## src/rtl/mem_access_ctrl.sv

```systemverilog
// MEM-stage data-bus access controller for a 5-stage MIPS pipeline.
// One load or store is issued per MEM instruction. The controller forms the
// byte enables and lane-replicated write data, holds the pipeline while the
// bus is busy, aborts after TIMEOUT wait cycles, and sign/zero-extends load data.
//
// Bus handshake: bus_req rises on the first ACCESS cycle and stays high, with
// bus_we/bus_addr/bus_be/bus_wdata frozen, until the memory answers with a
// one-cycle bus_ack (bus_rdata valid in that cycle) or the wait counter
// expires. bus_ack seen while bus_req is low has no effect.
module mem_access_ctrl #(
  parameter int unsigned TIMEOUT = 16
) (
  input  logic        clk,
  input  logic        rst,
  input  logic        mem_MemRead,
  input  logic        mem_MemWrite,
  input  logic [5:0]  mem_opcode,
  input  logic [31:0] mem_alu_result,
  input  logic [31:0] mem_rdata_b,
  output logic        bus_req,
  output logic        bus_we,
  output logic [31:0] bus_addr,
  output logic [3:0]  bus_be,
  output logic [31:0] bus_wdata,
  input  logic        bus_ack,
  input  logic [31:0] bus_rdata,
  output logic        stall,
  output logic [31:0] load_data,
  output logic        load_valid,
  output logic        addr_err,
  output logic        bus_err,
  output logic [1:0]  fsm_state
);

  localparam logic [1:0] IDLE   = 2'd0;
  localparam logic [1:0] ACCESS = 2'd1;
  localparam logic [1:0] DONE   = 2'd2;

  localparam logic [1:0] SZ_BYTE = 2'd0;
  localparam logic [1:0] SZ_HALF = 2'd1;
  localparam logic [1:0] SZ_WORD = 2'd2;

  // Last wait-counter value before the access is abandoned.
  localparam logic [7:0] WAIT_LAST = 8'(TIMEOUT - 1);

  logic [1:0]  state;
  logic [7:0]  wait_cnt;

  // Attributes of the access in flight, needed to shape the returned data.
  logic        acc_load;
  logic        acc_sext;
  logic [1:0]  acc_size;
  logic [1:0]  acc_lo;

  // Request decode from the MEM-stage inputs.
  logic [1:0]  req_size;
  logic        req_sext;
  logic        req_aligned;
  logic        req_legal;
  logic        req_illegal;
  logic [3:0]  req_be;
  logic [31:0] req_wdata;

  // Load-return shaping.
  logic [7:0]  ret_byte;
  logic [15:0] ret_half;
  logic [31:0] ret_data;

  assign fsm_state = state;

  // Decode access size, alignment, byte enables and replicated store data.
  always_comb begin
    req_size = SZ_WORD;
    req_sext = 1'b0;
    case (mem_opcode)
      6'h20: begin req_size = SZ_BYTE; req_sext = 1'b1; end
      6'h24: req_size = SZ_BYTE;
      6'h28: req_size = SZ_BYTE;
      6'h21: begin req_size = SZ_HALF; req_sext = 1'b1; end
      6'h25: req_size = SZ_HALF;
      6'h29: req_size = SZ_HALF;
      default: req_size = SZ_WORD;   // LW, SW and any unlisted opcode
    endcase

    case (req_size)
      SZ_BYTE: begin
        req_aligned = 1'b1;
        req_be      = 4'b0001 << mem_alu_result[1:0];
        req_wdata   = {4{mem_rdata_b[7:0]}};
      end
      SZ_HALF: begin
        req_aligned = ~mem_alu_result[0];
        req_be      = 4'b0011 << {mem_alu_result[1], 1'b0};
        req_wdata   = {2{mem_rdata_b[15:0]}};
      end
      default: begin
        req_aligned = (mem_alu_result[1:0] == 2'b00);
        req_be      = 4'b1111;
        req_wdata   = mem_rdata_b;
      end
    endcase

    req_legal   = (mem_MemRead ^ mem_MemWrite) & req_aligned;
    req_illegal = (mem_MemRead | mem_MemWrite) & ~req_legal;
  end

  // Hold upstream while a legal request waits to launch or the bus is busy.
  always_comb begin
    stall = rst & (((state == IDLE) & req_legal) | (state == ACCESS));
  end

  // Select and extend the returned lane for the access in flight.
  always_comb begin
    case (acc_lo)
      2'd0:    ret_byte = bus_rdata[7:0];
      2'd1:    ret_byte = bus_rdata[15:8];
      2'd2:    ret_byte = bus_rdata[23:16];
      default: ret_byte = bus_rdata[31:24];
    endcase
    ret_half = acc_lo[1] ? bus_rdata[31:16] : bus_rdata[15:0];
    case (acc_size)
      SZ_BYTE: ret_data = {{24{acc_sext & ret_byte[7]}}, ret_byte};
      SZ_HALF: ret_data = {{16{acc_sext & ret_half[15]}}, ret_half};
      default: ret_data = bus_rdata;
    endcase
  end

  // Access FSM with registered bus outputs and one-cycle status pulses.
  always_ff @(posedge clk or negedge rst) begin
    if (!rst) begin
      state      <= IDLE;
      wait_cnt   <= 8'd0;
      bus_req    <= 1'b0;
      bus_we     <= 1'b0;
      bus_addr   <= 32'd0;
      bus_be     <= 4'd0;
      bus_wdata  <= 32'd0;
      load_data  <= 32'd0;
      load_valid <= 1'b0;
      addr_err   <= 1'b0;
      bus_err    <= 1'b0;
      acc_load   <= 1'b0;
      acc_sext   <= 1'b0;
      acc_size   <= SZ_WORD;
      acc_lo     <= 2'd0;
    end else begin
      load_valid <= 1'b0;
      addr_err   <= 1'b0;
      bus_err    <= 1'b0;
      case (state)
        IDLE: begin
          if (req_legal) begin
            state     <= ACCESS;
            wait_cnt  <= 8'd0;
            bus_req   <= 1'b1;
            bus_we    <= mem_MemWrite;
            bus_addr  <= {mem_alu_result[31:2], 2'b00};
            bus_be    <= req_be;
            bus_wdata <= req_wdata;
            acc_load  <= mem_MemRead;
            acc_sext  <= req_sext;
            acc_size  <= req_size;
            acc_lo    <= mem_alu_result[1:0];
          end else if (req_illegal) begin
            addr_err <= 1'b1;
          end
        end
        ACCESS: begin
          if (bus_ack) begin
            state      <= DONE;
            bus_req    <= 1'b0;
            bus_we     <= 1'b0;
            load_valid <= acc_load;
            if (acc_load) begin
              load_data <= ret_data;
            end
          end else if (wait_cnt == WAIT_LAST) begin
            // No answer from memory: abandon and return zero.
            state      <= DONE;
            bus_req    <= 1'b0;
            bus_we     <= 1'b0;
            bus_err    <= 1'b1;
            load_data  <= 32'd0;
            load_valid <= acc_load;
          end else begin
            wait_cnt <= wait_cnt + 8'd1;
          end
        end
        DONE: begin
          // The instruction leaves MEM at this edge.
          state <= IDLE;
        end
        default: state <= IDLE;
      endcase
    end
  end

endmodule

```

## config.mk

```make
export PLATFORM = sky130hd
export DESIGN_NAME = mem_access_ctrl
export DESIGN_NICKNAME = d
export VERILOG_FILES = /design/src/rtl/mem_access_ctrl.sv
export SDC_FILE = /design/constraint.sdc
export NUM_CORES = 1
export LEC_CHECK = 0
export ABC_AREA = 1
export CAP_MARGIN = 20
export CORE_ASPECT_RATIO = 0.5
export CORE_MARGIN = 1.5
export CORE_UTILIZATION = 48
export DETAILED_ROUTE_END_ITERATION = 12
export PLACE_DENSITY = 0.95
export SETUP_SLACK_MARGIN = 0.05
export SYNTH_ARGS = -nofsm -noshare
export SYNTH_HDL_FRONTEND = slang
export SYNTH_SLANG_ARGS = --single-unit
```

## constraint.sdc

```tcl
create_clock -name clk -period 2.63 [get_ports clk]
set_clock_uncertainty 0.1 [all_clocks]
set_input_delay 0.263 -clock clk [delete_from_list [all_inputs] [get_ports clk]]
set_output_delay 0.263 -clock clk [all_outputs]
set_load 0.05 [all_outputs]
```

; ---- Word level (Yosys, flattened, before mapping)
; Cells that the tools add are included.
[op_classes]
n_eq_ne = 17
mux = 34
n_bitwise = 11
n_reduce_logical = 15
shift = 2
add_sub_neg = 1
[op_table]
columns = op, n
row1 = 32-bit one-hot mux with 2 select lines, 2
row2 = 32-bit 2-to-1 mux, 3
row3 = 6-bit equality test (second input constant), 6
row4 = 8-bit 2-to-1 mux, 3
row5 = 8-bit one-hot mux with 3 select lines, 1
row6 = 16-bit 2-to-1 mux, 1
row7 = 8-bit one-hot mux with 2 select lines, 1
row8 = 1-bit 2-to-1 mux, 14
row9 = 2-bit zero test, 5
row10 = 8-bit by 1-bit adder with 8-bit output (second input constant), 1
row11 = 2-bit by 1-bit equality test with 1-bit output (second input constant), 4
row12 = 8-bit by 4-bit equality test with 1-bit output (second input constant), 1
row13 = 2-bit one-hot mux with 2 select lines, 2
row14 = 4-bit one-hot mux with 2 select lines, 1
row15 = 1-bit bitwise AND, 6
row16 = 2-bit 2-to-1 mux, 3
row17 = 2-bit != test (second input constant), 3
row18 = 1-bit one-hot mux with 2 select lines, 3
row19 = 3-bit AND reduction, 2
row20 = 3-bit OR reduction, 2
row21 = 2-bit AND reduction, 2
row22 = 4-bit AND reduction, 1
row23 = 2-bit nonzero test, 2
row24 = 1-bit by 2-bit << shifter with 4-bit output (first input constant), 1
row25 = other kinds (8), 10
[totals]
input_bits = 107
wordCells = 95
output_inout_bits = 108
register_bits = 119

; ---- Longest topological paths before layout
; Gate-level depths: netlist of run 1.
[depth]
ltp_word = 11
mapped_depth = 9
mapped_depth_nobuf = 8

; ---- Worst setup path after synthesis of run 1
; No wires, ideal clock.
[synth_path]
kind = register to output
startpoint = register state[0] (netlist: fsm_state[0])
endpoint = output stall
path_buffers = 1
path_slack_ns = 0.063
stages_incl_launch_ff = 5
t_required_ns = 2.267
t_arrival_ns = 2.204
cell_sequence = dfrtp_1 > nor2_1 > nand4_2 > buf_4 > a21boi_0
[synth_via]
elab_chain_len = 4
word_cells_on_any_way = 5
cone_classes = eq/ne: 1 / bitwise: 3 / reduce/logical: 1
[synth_rtl]
columns = element, line
row1 = from (decl), 46  ; logic [1:0] state;
row2 = from (signal assigned), 131  ; state <= IDLE;
row3 = from (signal assigned), 153  ; state <= ACCESS;
row4 = from (signal assigned), 170  ; state <= DONE;
row5 = 2-bit zero test, 109  ; stall = rst & (((state == IDLE) & req_legal) | (state == ACCESS));
row6 = 1-bit bitwise AND, 109
row7 = 1-bit bitwise OR (*), 109
row8 = 1-bit bitwise AND (*), 109
row9 = to (decl), 27  ; output logic stall,
; Mark *: on every way between the ends. The rest lies on a longest branch, timed or not.

; ---- Worst setup path after layout of run 1
[layout_path]
startpoint = input mem_opcode[0]
endpoint = output stall
[layout_via]
elab_chain_len = 9
word_cells_on_any_way = 16
cone_classes = eq/ne: 7 / mux: 2 / bitwise: 4 / reduce/logical: 3
[layout_rtl]
columns = element, line
row1 = from (decl), 17  ; input logic [5:0] mem_opcode,
row2 = 6-bit equality test, 75  ; case (mem_opcode)
row3 = 3-bit OR reduction (no line), -
row4 = 2-bit one-hot mux with 2 select lines (*), 75
row5 = 2-bit by 1-bit equality test with 1-bit output or 2-bit zero test (tied branches), 85  ; case (req_size)
row6 = 1-bit one-hot mux with 2 select lines (*), 85
row7 = 1-bit bitwise AND (*), 103  ; req_legal = (mem_MemRead ^ mem_MemWrite) & req_aligned;
row8 = 1-bit bitwise AND (*), 109
row9 = 1-bit bitwise OR (*), 109
row10 = 1-bit bitwise AND (*), 109
; Marks and branches as above.

==> results of run 1 <==
-- worst max-delay path, delay by kind of cell --
| family | cells | cell delay, ps |
|---|---|---|
| simple gates | 4 | 680 |
| buf+inv | 2 | 710 |
| compound gates | 1 | 430 |
-- cell usage after synthesis, types with 2 or more instances --
cell        n
buf_4      12
a21oi_1    12
inv_1      52
nand2_2     3
o21ai_0    33
buf_2      10
nand4_1     4
o21ai_1     6
nand2_1   386
nand4_2     2
o211ai_1    7
nor2_4      2
nor2_2      2
dfrtp_1   118
nor2_1     53
nand3_1    46
nand3_4     3
or2_2       2
ha_1        2
clkbuf_1   12
nor3_1      3
-- logic make-up (layout without fill, tap and decap cells) --
logic type | count (synthesis) | in the layout
buf+inv | 87 | 308
simple gates | 508 | 508
other cells | 1 | 2
compound gates | 59 | 59
flops | 119 | 119
fa+ha+maj | 2 | 2
-- per-stage QoR --
step | setup WS (ps) | std cells | area, µm²
after detailed placement | 321 | 1130 | 8090
after floorplan | 63.3 | 777 | 5800
after global routing | 111 | 1163 | 8660
after CTS | 229 | 1163 | 8660
after global placement | 405 | 1130 | 8090
final | 181 | 1163 | 8660
-- flip-flops by register name (all words and copies together), names as in the netlist, 2 cells and up --
name	flops
load_data	32
acc_lo	2
bus_addr	30
bus_wdata	32
wait_cnt	8
acc_size	2
bus_be	4
fsm_state	2
-- how the worst min path moves through the flow --
stage | from | endpoint | slack, ps | depth (start not counted)
floorplan | rst | acc_lo[0]$_DFFE_PN0P_ | -130 | 0
global placement | rst | acc_size[0]$_DFFE_PN0P_ | 320 | 2
detailed placement | rst | acc_sext$_DFFE_PN0P_ | 320 | 2
CTS | mem_alu_result[5] | bus_addr[5]$_DFFE_PN0P_ | 280 | 3
global route | mem_alu_result[14] | bus_addr[14]$_DFFE_PN0P_ | 310 | 3
finish | mem_alu_result[5] | bus_addr[5]$_DFFE_PN0P_ | 290 | 3
-- power by group --
part	switching [mW]	total [mW]	internal (mW)	leakage [nW]
registers	0.445	2.89	2.45	1.53
logic	3.19	4.68	1.49	2.59
clock network	0.854	2.25	1.39	0.274
-- cell type report --
type | count | area share
multi-input combinational | 571 | 0.283
tap | 165 | 0.0238
clock inverter | 12 | 0.0150
inverter | 53 | 0.0230
clock buffer | 20 | 0.0504
timing repair buffer | 223 | 0.261
sequential | 119 | 0.344
-- metal layers --
| layer | wire length [µm] | GRT usage | up-vias |
|---|---|---|---|
| li1 | - | - | 2828 |
| met1 | 7290 | 0.363 | 2886 |
| met2 | 9600 | 0.553 | 403 |
| met3 | 1500 | 0.0685 | 120 |
| met4 | 1170 | 0.199 | 0 |
| met5 | 0 | 0 | - |
==> reports/metrics.cfg, run 1 <==
[finish]
finish.utilization=0.734
drive_gt1_frac=0.0591
num-nets-final=1094
mostFrequentLayoutCells=nand2_1, clkdlybuf4s50_1, dfrtp_1
multi_input_area_um2=2450
seq_area_um2=2980
nFillCells=811
final_common_cell=nand2_1
antennaDiodeCount=0
area_growth_pct=49.4

[clock_network]
cts_setup_buffers=0
holdBufCountCts=1
path_clk_slew_ps=50
cts-resized-gates=0
root_buffer=clkbuf_16
cts_buffers=17
clk_latency_ps=410
cts_tree=yes
cts_num_sinks=119
htreeDepth=4
cts_buffer_depth=2

[setup_path]
cpPeakStageDelay_ps=500
regToRegStartpoint=wait_cnt[0]$_DFFE_PN0P_
start_kind=input pin
crit_required_ps=2270
r2r_end=wait_cnt[0]$_DFFE_PN0P_
crit_arrival_ps=2090
cpMaxStageDelayCell=clkdlybuf4s50_1
worstRegToRegCells=7
worst-path-max-fanout=9
crit_path_start=mem_opcode[0]
path_cells=clkdlybuf4s50_1 -> nor2_2 -> nand3_4 -> nand2_2 -> nand4_4 -> a21boi_0 -> buf_12
endpoint=stall
crit_type=input pin to output port
reg2reg_slack_ps=500
critical_path.endpoint_type=output port

[synth]
ys_types=27
netlist_area_um2=5800
synthSimpleGateAreaFrac=0.361
yosysWarnings=0
yosysSeqAreaShare=0.514
synth_compound_area_frac=0.0544
synth_edf_count=0
synth-xor-area-share=0
ys.flop_type=dfrtp_1
yosys.area.top_type=dfrtp_1
async_flop_share=1.00
synth_area_per_cell_um2=7.47
ys_top_cells_by_area=dfrtp_1, nand2_1, nand3_1
synthAdderAreaFrac=0.00431
synth_mux_area_frac=0
synth_top_family_by_area=simple AND/OR/NAND/NOR gates
netlist_instances=776
synth_top_area_share=0.509
synth_seq_cells=119

[sta]
rsz0062_at_grt=false
max-slew-margin-rel=0.586
setup_violations=0
slew_viol_final=0
setup_tns_ps=0
hold_viol_final=0
final.min_clock_period_ps=2450
whs_ps=288
max_freq_mhz=408
worst_slew_pin_slew_ps=622
post-route-period-util=0.931

[drt]
first_iter_violations=602
drc=0
dr.pass1.iters=6
wl_mm=19.6
detail-route-antenna-nets=0
vias_per_cell=5.36
wl_per_cell_um=16.8
vias=6237

[global_route]
grt_usage=0.318
grt_first_pass_wirelength_mm=30.8
grt_max_degree=120
gr-total-overflow=0
antenna_found_initial=0
grt_pass1_vias=6183

[placement]
place.gp.congestion=0.893
dp_hpwl_mm=13.0
portBuffers=212

[power]
irDropWorstVdd_mv=0.582
power.total_mw=9.82
p_per_area_nw_per_um2=1130
cellLeakagePower_nw=4.39

[outcome]
outcome=finished, final reports clean

[die]
row_count=28
start_util=0.491
die_area_um2=12800
fp.dieH_um=80.7
io_pins=215
core_area_um2=11800
die_w_um=158

[flow_run]
maxCapViolCount=0

[min_path]
hold_path.class=input pin to flip-flop

Note: power is estimated with default switching activity, not from simulation.
==> inputs of run 2 (changes only) <==
MAX_ROUTING_LAYER = met4   (was default)
SETUP_SLACK_MARGIN = default   (was 0.05)
==> reports/metrics.cfg, run 2 (synthesis gave the netlist of run 1 again) <==
[placement]
dp_hpwl_mm=12.9  ; was 13.0 mm
post-place-cells=1130  ; unchanged
place.gp.congestion=0.942  ; was 0.893
portBuffers=212  ; unchanged

[power]
p_int_mw=5.57  ; was 5.33 mW
switching_power_mw=4.53  ; was 4.49 mW
irDropWorstVdd_mv=0.537  ; was 0.582 mV
p_per_area_nw_per_um2=1160  ; was 1130 nW/µm²
p_comb_frac=0.464  ; was 0.477
seqPwrFrac=0.287  ; was 0.294
cellLeakagePower_nw=4.40  ; was 4.39 nW
switching_share=0.449  ; was 0.457
clockPowerShare=0.249  ; was 0.229

[finish]
drive_gt1_frac=0.0611  ; was 0.0591
antennaDiodeCount=0  ; unchanged
reg_top3=bus_wdata: 32 flops, load_data: 32 flops, bus_addr: 30 flops  ; unchanged
num-nets-final=1094  ; unchanged
final_common_cell=nand2_1  ; unchanged
fin_cells=1163  ; unchanged
area_growth_pct=50.5  ; was 49.4%
mostFrequentLayoutCells=nand2_1, clkdlybuf4s50_1, dfrtp_1  ; unchanged
nFillCells=786  ; was 811

[drt]
dr.pass1.iters=6  ; unchanged
wl_per_cell_um=17.7  ; was 16.8 µm
wl_mm=20.6  ; was 19.6 mm
vias_per_cell=5.48  ; was 5.36
wl_met2_mm=9.83  ; was 9.60 mm
met3_length_mm=1.73  ; was 1.50 mm
highest_layer=met4  ; unchanged
drt-met1-wl_mm=7.75  ; was 7.29 mm
detail-route-antenna-nets=0  ; unchanged
first_iter_violations=720  ; was 602
vias=6368  ; was 6237
drc=0  ; unchanged

[sta]
max_freq_mhz=411  ; was 408 MHz
slew_viol_final=0  ; unchanged
final.min_clock_period_ps=2440  ; was 2450 ps
setup_violations=0  ; unchanged
max-slew-margin-rel=0.539  ; was 0.586
post-route-period-util=0.926  ; was 0.931
hold_viol_final=0  ; unchanged
rsz0062_at_grt=false  ; unchanged
setup_tns_ps=0  ; unchanged
worst_slew_pin_slew_ps=686  ; was 622 ps

[global_route]
gr-total-overflow=0  ; unchanged
grt_max_degree=120  ; unchanged
grt_usage=0.343  ; was 0.318
grt_pass1_vias=6322  ; was 6183
grt_first_pass_wirelength_mm=32.2  ; was 30.8 mm
antenna_found_initial=0  ; unchanged

[clock_network]
cts_tree=yes  ; unchanged
cts_buffer_depth=2  ; unchanged
cts_num_sinks=119  ; unchanged
cts_setup_buffers=0  ; unchanged
path_clk_slew_ps=60  ; was 50 ps
clk_latency_ps=430  ; was 410 ps
cts_buffers=17  ; unchanged
root_buffer=clkbuf_16  ; unchanged
cts-resized-gates=0  ; unchanged
holdBufCountCts=1  ; unchanged
htreeDepth=4  ; unchanged

[die]
row_count=28  ; unchanged
die_w_um=158  ; unchanged
fp.dieH_um=80.7  ; unchanged
core_area_um2=11800  ; unchanged
io_pins=215  ; unchanged
die_area_um2=12800  ; unchanged
start_util=0.491  ; unchanged

[setup_path]
cpMaxStageDelayCell=clkdlybuf4s50_1  ; unchanged
crit_path_start=mem_opcode[0]  ; unchanged
start_kind=input pin  ; unchanged
regToRegStartpoint=wait_cnt[0]$_DFFE_PN0P_  ; unchanged
crit_type=input pin to output port  ; unchanged
crit_arrival_ps=2070  ; was 2090 ps
worst-path-max-fanout=9  ; unchanged
crit_required_ps=2270  ; about the same
reg2reg_slack_ps=340  ; was 500 ps
cpPeakStageDelay_ps=530  ; was 500 ps
path_cells=clkdlybuf4s50_1 -> nor2_2 -> nand3_4 -> nand2_2 -> nand4_4 -> a21boi_0 -> buf_12  ; unchanged
critical_path.endpoint_type=output port  ; unchanged

[min_path]
hold_path.class=input pin to flip-flop  ; unchanged
min_from=mem_alu_result[7]  ; was mem_alu_result[5]

[outcome]
outcome=finished, final reports clean  ; unchanged

[flow_run]
maxCapViolCount=0  ; unchanged

==> run 2: layer usage <==
| layer | up-vias | global-route usage |
|---|---|---|
| met5 | - | - |
| met4 | 0 | 0.216 |
| met3 | 137 | 0.0853 |
| met2 | 443 | 0.562 |
| met1 | 2965 | 0.383 |
| li1 | 2823 | - |
==> run 2: critical path: cells and delay by family <==
kind	cells	cell delay [ps]
AND/OR/NAND/NOR	4	700
AO/OA/AOI/OAI	1	380
buffers and inverters	2	730
==> run 2: worst paths after layout <==
| check | endpoint | cells past startpoint |
|---|---|---|
| max | stall | 7 |
| min | bus_addr[7]$_DFFE_PN0P_ | 3 |
| max reg2reg | wait_cnt[0]$_DFFE_PN0P_ | 7 |
| min reg2reg | bus_addr[31]$_DFFE_PN0P_ | 2 |
| max in group asynchronous | bus_wdata[31]$_DFFE_PN0P_ | 3 |
| min in group asynchronous | acc_sext$_DFFE_PN0P_ | 3 |
==> run 2: power by group through the flow <==
stage / clock network (mW) / registers (mW) / logic (mW)
after floorplan: 0 / 4.80 / 0.948
after CTS: 2.53 / 2.87 / 4.68
final: 2.52 / 2.90 / 4.69
after global placement: 0 / 2.85 / 4.52
after global routing: 2.60 / 2.95 / 4.93
after detailed placement: 0 / 2.87 / 4.62
==> run 2: area by class of cell <==
class | count | area [µm²] | share of cell area
Tap cell | 165 | 206 | 0.0236
Clock inverter | 12 | 175 | 0.0201
Clock buffer | 20 | 457 | 0.0523
Timing Repair Buffer | 223 | 2260 | 0.259
Sequential cell | 119 | 2980 | 0.341
Inverter | 53 | 199 | 0.0228
Multi-Input combinational cell | 571 | 2450 | 0.280
==> run 2: per-stage QoR <==
step           worst slack (ps)  hold WS, ps  power, mW  cell area (µm²)   util
6_report                    194          269       10.1             8730  0.739
5_1_grt                     115          299       10.5             8730  0.739
4_1_cts                     207          269       10.1             8730  0.739
3_5_place_dp                273          332       7.49             8090  0.685
3_3_place_gp                403          317       7.37             8090  0.685
2_1_floorplan              63.3         -133       5.75             5800      -
